$ cat config.mk
export PLATFORM = sky130hd
export DESIGN_NAME = data_memory
export DESIGN_NICKNAME = d
export VERILOG_FILES = /design/src/rtl/data_memory.sv
export SDC_FILE = /design/constraint.sdc
export NUM_CORES = 2
export LEC_CHECK = 0
export CORE_ASPECT_RATIO = 0.6
export CORE_MARGIN = 10
export CORE_UTILIZATION = 63
export DETAILED_ROUTE_END_ITERATION = 12
export PLACE_DENSITY = 0.8
export REMOVE_ABC_BUFFERS = 1
export SLEW_MARGIN = 15
export SYNTH_ARGS = -nofsm -noshare
export SYNTH_HDL_FRONTEND = slang
export SYNTH_SLANG_ARGS = --single-unit
$ cat constraint.sdc
create_clock -name clk -period 90.9 [get_ports clk]
set_input_delay 18.18 -clock clk [delete_from_list [all_inputs] [get_ports clk]]
set_output_delay 18.18 -clock clk [all_outputs]
set_load 0.02 [all_outputs]
$ cat src/rtl/data_memory.sv
// Single-port synchronous data RAM, word-addressed, with registered read data.
// The array is held in flip-flops so that reset can clear every word.
module data_memory #(
  parameter int unsigned DATA_WIDTH = 32,
  parameter int unsigned ADDR_WIDTH = 6,
  parameter int unsigned DEPTH      = 2 ** ADDR_WIDTH
) (
  input  logic                  clk,
  input  logic                  rst,
  input  logic                  ce,
  input  logic                  we,
  input  logic [ADDR_WIDTH-1:0] address,
  input  logic [DATA_WIDTH-1:0] dataIn,
  output logic [DATA_WIDTH-1:0] dataOut
);

  logic [DATA_WIDTH-1:0] mem [DEPTH];

  // ce gates we first, so an undriven we while idle can never write
  always_ff @(posedge clk or posedge rst) begin
    if (rst) begin
      mem     <= '{default: '0};
      dataOut <= '0;
    end else if (ce) begin
      if (we) begin
        mem[address] <= dataIn;
      end else begin
        dataOut <= mem[address];
      end
    end
  end

endmodule

==> metrics <==
post-CTS setup repair buffer count 0; final hold violation count 0; multi-input gate area in the final layout 39600 sq um; post-DP HPWL 188 mm; sort of element at the start of the critical path primary input; wire length per cell 37.6 microns; finished layout cell area 103000 sq um; Cell Count Post-Placement 8229; post-place setup slack 67.00 ns; number of cells traversed by the worst register-to-register path 6; worst clock skew on the final layout 0.0327 ns; total wire length 323 mm; Filler Cells Inserted 10000; Mapped Cells 6635; clock net sink count 2080; initial antenna violation count 31; number of global-route vias before repair 64200; hold slack final 0.485 ns; setup repair after global routing missed its margin no; TritonCTS buffer count 182; global-route wire length before repair 463 mm; number of port buffers 73; endpoint class of the critical path flip-flop; minimum period implied by the final worst setup slack 22.96 ns; synth-to-layout area growth 8.68%; Post-synth top cells 2085 x sky130_fd_sc_hd__mux2_2, 2080 x sky130_fd_sc_hd__dfrtp_1, 283 x sky130_fd_sc_hd__clkbuf_1, 282 x sky130_fd_sc_hd__buf_2, 225 x sky130_fd_sc_hd__a221oi_1; share of the clock period used by the worst path after layout 25.3%; share of layout cells above drive strength 1 44.4%; TritonCTS clock tree yes; post-synthesis cell type with the largest combined area sky130_fd_sc_hd__dfrtp_1; run status completed; proportion of synthesized chip area in sequential cells 55.0%; instance area after placement 96500 sq um; Leak Pwr 48.4 nW; clock latency of the later-clocked register in the worst-skew pair 0.84 ns; 1st-pass router iterations 12; cell area power density 20.4 nW/um^2; commonest register cell after synthesis sky130_fd_sc_hd__dfrtp_1; Worst-Margin Slew 1.41 ns; share of async-settable or async-resettable flops after synthesis 100%; CTS hold repair buffers 0; DRT iter0 DRCs 9695; worst stage delay on the critical path 0.89 ns; number of routed nets with antenna violations 0; Netlist cell types 71; number of synthesized flops with an enable pin 0; setup slack after layout 67.94 ns; most repeated cell in the gate-level netlist after synthesis sky130_fd_sc_hd__mux2_2; CP arrival 23.65 ns; most frequent cell on the critical path sky130_fd_sc_hd__buf_4; via total after detailed routing 63600; RePlAce Congestion 0.910; worst min-delay path class reg -> reg; cell-by-cell trace of the critical path buf_8 > buf_4 > buf_4 > buf_4 > nand2_1 > buf_4 > nor2_2 > nand2_1 > nor2_4 > buf_4 > mux2_2; horizontal die dimension 520 microns; register bit count reported by yosys 2080; aggregate negative setup slack 0 ns; Worst EP required 91.59 ns; vias per std cell 7.41; Clock transition at path regs 0.07 ns; Critical Path Slowest Stage Cell sky130_fd_sc_hd__nor2_4; Die Footprint 167000 sq um; Critical Setup Path Class in -> reg; cell at the root of the clock tree sky130_fd_sc_hd__clkbuf_16; max-slew violation count 0; worst max-slew margin expressed relative to the limit 5.96%; cell types occupying the most area after synthesis sky130_fd_sc_hd__dfrtp_1 55%, sky130_fd_sc_hd__mux2_2 25%, sky130_fd_sc_hd__mux4_2 3.8%; net count of the finished layout 6441; overall fraction of global-route tracks in use 37.9%; total overflow reported by the global router 0; standard cell core area 150000 sq um; count of boundary I/O pins 74; htree depth 4; worst vdd rail ir drop 0.0212 mV; sequential standard cell area 52000 sq um; effective utilization at floorplan 63.2%; final setup violation count 0; Die Height 320 microns; Max Fanout on Critical Path 63; final standard cell count with taps included and fillers excluded 8591; summed instance area of the synthesized netlist 94600 sq um; post-CTS resize count 0; pin count of the biggest net entering global routing 188; timing-limited maximum frequency 43.6 MHz; Hold Path Depth 1; site row count 110; fraction of synthesized cell area taken by the top area cell type 55.0%; Clock Tree Buf Depth 3; synthesis warning total 0; syn_area_per_cell 14.3 sq um; max-capacitance violation count 0; count of unresolved DRC violations after routing 0
## cells in the final DEF (no fill, tap or decap), types with 41 or more instances in the layout
cell type | synthesis | routed
sky130_fd_sc_hd__o21ai_0 | 93 | 92
sky130_fd_sc_hd__mux2_1 | 145 | 145
sky130_fd_sc_hd__nor2_4 | 0 | 67
sky130_fd_sc_hd__dfrtp_1 | 2080 | 2080
sky130_fd_sc_hd__a22oi_1 | 141 | 141
sky130_fd_sc_hd__clkbuf_16 | 0 | 185
sky130_fd_sc_hd__a221oi_1 | 225 | 225
sky130_fd_sc_hd__nor2_1 | 161 | 112
sky130_fd_sc_hd__mux2_2 | 2085 | 2085
sky130_fd_sc_hd__o22ai_1 | 103 | 103
sky130_fd_sc_hd__mux4_2 | 158 | 158
sky130_fd_sc_hd__nand2_1 | 83 | 82
sky130_fd_sc_hd__clkinv_2 | 0 | 41
sky130_fd_sc_hd__buf_4 | 49 | 206
sky130_fd_sc_hd__clkbuf_8 | 1 | 56
sky130_fd_sc_hd__a21oi_1 | 112 | 112
sky130_fd_sc_hd__mux2i_1 | 218 | 218
## cell families (layout without fill, tap and decap cells)
family	count (synthesis)	count (layout)	synth area share (%)
other	0	23	0
multiplexers	2608	2608	32.6
AO/OA/AOI/OAI	890	890	6.97
flip-flops	2080	2080	55.0
AND/OR/NAND/NOR	347	347	1.68
buffers and inverters	710	627	3.69
## worst max-delay path, delay by kind of cell
family / cells / cell delay (ns)
mux: 1 / 0.40
simple gates: 4 / 1.67
buf+inv: 6 / 3.22
## area by class of cell
cell class | count | area share [%]
diodes | 23 | 0.0560
clock buffers | 267 | 5.35
clock inverters | 70 | 0.692
inverters | 4 | 0.0414
multi-input cells | 3845 | 38.5
flip-flops and latches | 2080 | 50.6
well taps | 2016 | 2.45
repair buffers | 286 | 2.25
## worst paths after layout
check | startpoint | to | slack (ns)
worst max-delay path | address[1] | mem[1323] | 67.94
worst min-delay path | mem[1669] | mem[1669] | 0.48
worst max register to register | mem[1806] | dataOut[14] | 87.70
worst min register to register | mem[1669] | mem[1669] | 0.48
max in group asynchronous | rst | mem[1036] | 68.05
min in group asynchronous | rst | mem[555] | 17.99
## routing by layer
| layer | vias to the layer above | share of wire [%] | GRT usage, % |
|---|---|---|---|
| met5 | - | 0.10 | 0 |
| met4 | 30 | 5.2 | 16.7 |
| met3 | 1142 | 17 | 18.6 |
| met2 | 4936 | 40 | 51.2 |
| met1 | 33300 | 38 | 51.6 |
| li1 | 24200 | - | - |
## where the power goes
part / switching [mW] / total [mW] / internal (mW)
registers: 0.0430 / 1.04 / 1.00
clock network: 0.363 / 0.814 / 0.452
logic: 0.136 / 0.236 / 0.100
## flip-flops by register name, summed over array words and instances, names as in the netlist
signal	count
mem	2048
dataOut	32
## through the flow
stage / total power [mW] / util [%]
detailed placement: 1.29 / 64.5
global route: 2.15 / 68.7
global placement: 1.27 / 64.5
finish: 2.09 / 68.7
floorplan: 1.19 / -
CTS: 2.09 / 68.7
Note: power is estimated with default switching activity, not from simulation.
